$ cat src/rtl/mod_counter.sv
// Up/down modulo counter (terminal count max_value) with wrap or saturate, clear/load, and a registered overflow pulse.
// Optional registered compare-match output is built when COUNTER_CMP_EN is defined.
module mod_counter #(
  parameter int unsigned           bitwidth  = 8,
  parameter logic [bitwidth-1:0]   max_value = '1,
  parameter bit                    saturate  = 1'b0
) (
  input  logic                clk,
  input  logic                reset_n,
  input  logic                enable,
  input  logic                up,
  input  logic                clear,
  input  logic                load,
  input  logic [bitwidth-1:0] load_value,
  input  logic [bitwidth-1:0] cmp_value,
  output logic [bitwidth-1:0] counter_out,
  output logic                overflow,
  output logic                cmp_match
);

  localparam logic [bitwidth-1:0] max_c = max_value;

  logic [bitwidth-1:0] count_q;
  logic [bitwidth-1:0] count_d;
  logic                ovf_q;
  logic                ovf_d;
  logic                at_max;
  logic                at_zero;

  // Limits are judged against max_value, so counts above it can never arise.
  assign at_max  = (count_q >= max_c);
  assign at_zero = (count_q == '0);

  always_comb begin
    count_d = count_q;
    ovf_d   = 1'b0;
    if (clear) begin
      count_d = '0;
    end else if (load) begin
      count_d = (load_value > max_c) ? max_c : load_value;
    end else if (enable) begin
      if (up) begin
        if (at_max) begin
          ovf_d   = 1'b1;
          count_d = saturate ? max_c : '0;
        end else begin
          count_d = count_q + 1'b1;
        end
      end else begin
        if (at_zero) begin
          ovf_d   = 1'b1;
          count_d = saturate ? '0 : max_c;
        end else begin
          count_d = count_q - 1'b1;
        end
      end
    end
  end

  always_ff @(posedge clk or negedge reset_n) begin
    if (!reset_n) begin
      count_q <= '0;
      ovf_q   <= 1'b0;
    end else begin
      count_q <= count_d;
      ovf_q   <= ovf_d;
    end
  end

  assign counter_out = count_q;
  assign overflow    = ovf_q;

`ifdef COUNTER_CMP_EN
  logic match_q;

  // Compare against the next count so the flag lines up with counter_out.
  always_ff @(posedge clk or negedge reset_n) begin
    if (!reset_n) begin
      match_q <= 1'b0;
    end else begin
      match_q <= (count_d == cmp_value);
    end
  end

  assign cmp_match = match_q;
`else
  logic unused_cmp;
  assign unused_cmp = ^cmp_value;
  assign cmp_match  = 1'b0;
`endif

endmodule

$ cat config.mk
export PLATFORM = sky130hd
export DESIGN_NAME = mod_counter
export DESIGN_NICKNAME = d
export VERILOG_FILES = /design/src/rtl/mod_counter.sv
export SDC_FILE = /design/constraint.sdc
export NUM_CORES = 1
export LEC_CHECK = 0
export ABC_AREA = 1
export CAP_MARGIN = 20
export CORE_AREA = 2 2 61 63
export DETAILED_ROUTE_END_ITERATION = 16
export DIE_AREA = 0 0 63 65
export PLACE_DENSITY_LB_ADDON = 0.25
export SLEW_MARGIN = 20
export SYNTH_ARGS = -nofsm -noshare
export SYNTH_HDL_FRONTEND = slang
export SYNTH_SLANG_ARGS = --single-unit
$ cat constraint.sdc
create_clock -name clk -period 1.5 [get_ports clk]
set_input_delay 0.3 -clock clk [delete_from_list [all_inputs] [get_ports clk]]
set_output_delay 0.3 -clock clk [all_outputs]
set_load 0.02 [all_outputs]
# ---- Yosys cells after proc, flatten, opt, wreduce, memory -nomap -nowiden
# Index checks and enable logic that the tools add are counted.
# W data, S select, Z words.
dict set report totals {
  regBits 9
  inputBits 22
  word_cells 21
}
dict set report classes {
  add_sub_neg 2
  order_cmp 2
  n_mux 13
  n_reduce_logical 2
}
# op n
set ops {}
lappend ops {{$mux W8} 7}
lappend ops {{$add A8 B1 Y8 const B} 1}
lappend ops {{$ge A8 B8 Y1 const B} 1}
lappend ops {{$gt A8 B8 Y1 const B} 1}
lappend ops {{$logic_not A8 Y1} 1}
lappend ops {{$sub A8 B1 Y8 const B} 1}
lappend ops {{$mux W1} 6}
lappend ops {{$reduce_bool A3 Y1} 1}

# ---- Logic depth before layout (Yosys ltp)
dict set report logic_depth {
  word_depth 6
  mapped_depth 11
}

# ---- Least setup slack after synthesis
# No wires, ideal clock.
dict set report synth_timing {
  path_type {reg2reg}
  start {reg count_q[1] (netlist: counter_out[1])}
  end {reg count_q[4] (netlist: counter_out[4])}
  t_arrival_ps 1334
  t_required_ps 1383
  path_slack_ps 49
  stages_incl_launch_ff 10
  path_buffers 0
  path_cell_list {dfrtp_1 inv_1 ha_1 nand2_1 xor2_1 nand2_1 nand2_1 nand2_1 nand2_1 o21ai_2}
}
dict set report synth_between {
  elab_chain_len 6
}
# item line_no
set synth_rtl {}
lappend synth_rtl {{start: declaration} 23} ;# logic [bitwidth-1:0] count_q;
lappend synth_rtl {{start signal: assignment} 65} ;# count_q <= count_d;
lappend synth_rtl {{$sub A8 B1 Y8 (tied with other cells)} 54} ;# count_d = count_q - 1'b1;
lappend synth_rtl {{$mux W8, on equally long branches} {50, 43}}
lappend synth_rtl {{$mux W8 (*)} 42} ;# if (up) begin
lappend synth_rtl {{$mux W8 (*)} 41} ;# end else if (enable) begin
lappend synth_rtl {{$mux W8 (*)} 39} ;# end else if (load) begin
lappend synth_rtl {{$mux W8 (*)} 37} ;# if (clear) begin
# Every way passes the cells marked *; elsewhere a longest branch is shown, timed or not. The select of a mux whose other input is x is not followed.
# A chain may end at the register's enable or synchronous reset.

# ---- Worst setup path in the final report
dict set report layout_timing {
  start {reg count_q[0] (netlist: counter_out[0])}
  end {reg count_q[3] (netlist: counter_out[3])}
}
# The elaborated chain is that of the path after synthesis.

==> summary.txt <==
Status
  – Status: finished clean

Clock network
  – Clock buffer depth: 2
  – CTS buffer count: 3
  – CTS sink count: 9
  – H-tree depth: 1
  – CTS tree: yes
  – Clk root buf: clkbuf_4
  – Hold buffers post-CTS: 0
  – Clk_lat worst skew: 270 ps
  – Clock-pin slew on the worst setup and hold paths: 70 ps

Power
  – Net switching power: around 380 µW
  – LEAKAGE: 0.703 nW
  – Cell Pwr Density: 688 nW/µm²
  – Power Total: 954 µW
  – Power share of the sequential group: 30.5%
  – Combinational Power Share: 49.1%
  – Cell-internal power: 570 µW
  – Peak supply drop: 393 µV
  – Sw Ratio: 40.3%
  – Clock Power Share: between 20% and 30%

Finish
  – Diodes inserted: 0
  – Final core area utilization: 39.7%
  – Share of post-route cells with drive strength above 1: 24.9%
  – Layout Area Growth over Synthesis: 40.1%
  – Post-Layout Cell Count: 241
  – Nets: 219
  – Design Area, Final: between 1000 and 1500 µm²
  – Commonest non-fill, non-tap cell in the layout: nand2_1
  – Most frequent cells in the layout: nand2_1 (54), buf_4 (17), nor2_1 (16)

Drt
  – Antenna Nets Post-Route: 0
  – Drt drc: 0
  – Initial DRC count: 34
  – Routed wire per std cell: 10.9 µm
  – Drt pass-1 iters: 4
  – Vias/cell: 4.51
  – Routed wire length: between 2000 and 3000 µm
  – Via count: 1086

Worst setup path
  – CP Cell Sequence: inv_2 > ha_2 > nand2_2 > nor2_4 > nor2_4 > nand2_1 > nand3_1 > nand2_1 > nand2_1 > nand2_1
  – Worst path required time: about 1700 ps
  – Type of the worst setup path: flip-flop to flip-flop
  – R2R Path Start: counter_out[0]$_DFFE_PN0P_
  – CP endpoint kind: flip-flop
  – Critical path startpoint: counter_out[0]$_DFFE_PN0P_
  – CP max-delay cell: dfrtp_2
  – Delay of the slowest critical-path stage: 450 ps
  – Worst Path Max Fanout: 6
  – Most frequent CP cell: nand2_1
  – Crit path launch type: flip-flop
  – Worst EP arrival: 1620 ps

Synth
  – Sequential-to-total area share from yosys stat: 22.8%
  – Synth cell types: 26
  – Mapped Nets: 182
  – #FFs+latches synth: 9
  – Syn Inst Count: 157
  – Largest cells by area after synthesis: dfrtp_1 (23%), nand2_1 (20%), nand3_1 (7.1%)
  – Post-Synth Adder-Cell Area: 3.79%
  – XOR/XNOR share of the synthesized area: 1.77%
  – Compound-Gate Fraction of Synth Area: 10.1%
  – Post-Synthesis Cell Area: between 900 and 1000 µm²
  – Yosys warning total: 0
  – Dominant cell type by area after synthesis: dfrtp_1
  – Post-synthesis simple-gate area fraction: 46.6%
  – Main combinational cell family by area after synthesis: simple AND/OR/NAND/NOR gates
  – Post-synth top area share: 22.8%
  – Avg Cell Area, Syn: 6.30 µm²
  – Multiplexer share of the synthesized area: 0%

STA
  – Final Skew: 6.32 ps
  – RSZ-0062 raised after global routing: yes
  – Max-slew violation count: 0
  – Final setup violating endpoints: 0
  – Hold Fails Final Rpt: 0
  – Tcrit/Tclk final: 96.7%
  – Setup_tns: 0 ps
  – Hold Worst Slack: between 300 and 400 ps
  – Final worst setup slack: 50.0 ps
  – Fmax: ~690 MHz
  – Crit path time final: 1450 ps

GRT
  – Number of global-route vias before repair: 960
  – Global-route wire length before repair: 4220 µm
  – Number of antenna violations at the first check in global routing: 0
  – Largest net degree at the start of global routing: 14
  – Total track usage: 12.9%
  – GR Overflow Total: 0

Floorplan
  – Die area: 4100 µm²
  – Initial Util: between 20% and 30%
  – Die Wd: 63 µm
  – IO Count: 32
  – Row cnt: 22
  – Core box area: about 3500 µm²
  – Die height: 65 µm

Place
  – I/O Buffers: 22
  – Placed inst area: 1320 µm²
  – Dpl hpwl: 2040 µm
  – Placed instance count: 235
  – Setup WS pre-CTS: -148 ps
  – Final Wtd Congestion: 0.832

Job
  – Max capacitance violation total: 0

Min path
  – Hold Path Class: primary input to async pin
flip-flops by register name, summed over array words and instances (netlist names):
name / count
counter_out: 8
overflow: 1
logic make-up after synthesis:
kind of cell               after synthesis
adders and majority gates                3
xor gates and xnor gates                 2
other                                    1
DFF                                      9
and+or+nand+nor                        100
buffers and inverters                   24
AOI/OAI and AO/OA                       18
Yosys cell counts, drive strengths merged:
cell / n
o21ai: 11
xnor2: 1
conb: 1
o22ai: 1
xor2: 1
nand4: 1
o21bai: 1
inv: 15
nor2: 26
a21oi: 4
clkinv: 1
o211ai: 1
ha: 3
dfrtp: 9
nand2: 58
nand3: 15
buf: 8
critical path, delay by kind of cell, from the launching register on:
kind	cells	cell delay, ps
and+or+nand+nor	8	630
DFF	1	450
adders and majority gates	1	190
buffers and inverters	1	70
cell type report:
cell class	instances	area, µm²
Sequential cell	9	226
Inverter	16	61.3
Fill cell	398	2110
Timing Repair Buffer	40	357
Multi-Input combinational cell	124	656
Tap cell	48	60.1
Clock buffer	4	26.3
power groups by stage:
stage	registers, mW	logic (mW)	clock network (mW)
6_report	0.291	0.468	0.195
3_3_place_gp	0.295	0.449	0
2_1_floorplan	0.319	0.276	0
3_5_place_dp	0.296	0.454	0
5_1_grt	0.294	0.518	0.213
4_1_cts	0.291	0.442	0.196
per-layer routing:
| metal | up-vias | global-route usage, % | part of all wire [%] |
|---|---|---|---|
| li1 | 560 | - | - |
| met2 | 21 | 22.7 | 50 |
| met5 | - | 0 | 0 |
| met4 | 0 | 1.67 | 0.65 |
| met1 | 501 | 16.0 | 45 |
| met3 | 4 | 3.82 | 3.9 |
worst paths after layout:
check,to,slack (ps),cells past startpoint
worst max-delay path,counter_out[3]$_DFFE_PN0P_,50,10
worst min-delay path,counter_out[3]$_DFFE_PN0P_,330,1
worst max register to register,counter_out[3]$_DFFE_PN0P_,50,10
worst min register to register,counter_out[3]$_DFFE_PN0P_,590,2
max in group asynchronous,counter_out[0]$_DFFE_PN0P_,850,1
min in group clk,counter_out[3]$_DFFE_PN0P_,590,2
what timing repair did:
action / 4_1_cts / 5_1_grt
pin swaps: 0 / 2
setup buffers: 0 / 2
endpoints found under the setup margin: 13 / 7
cloned: 0 / 0
resized for setup: 9 / 14
Power figures use the tool's default switching activity.
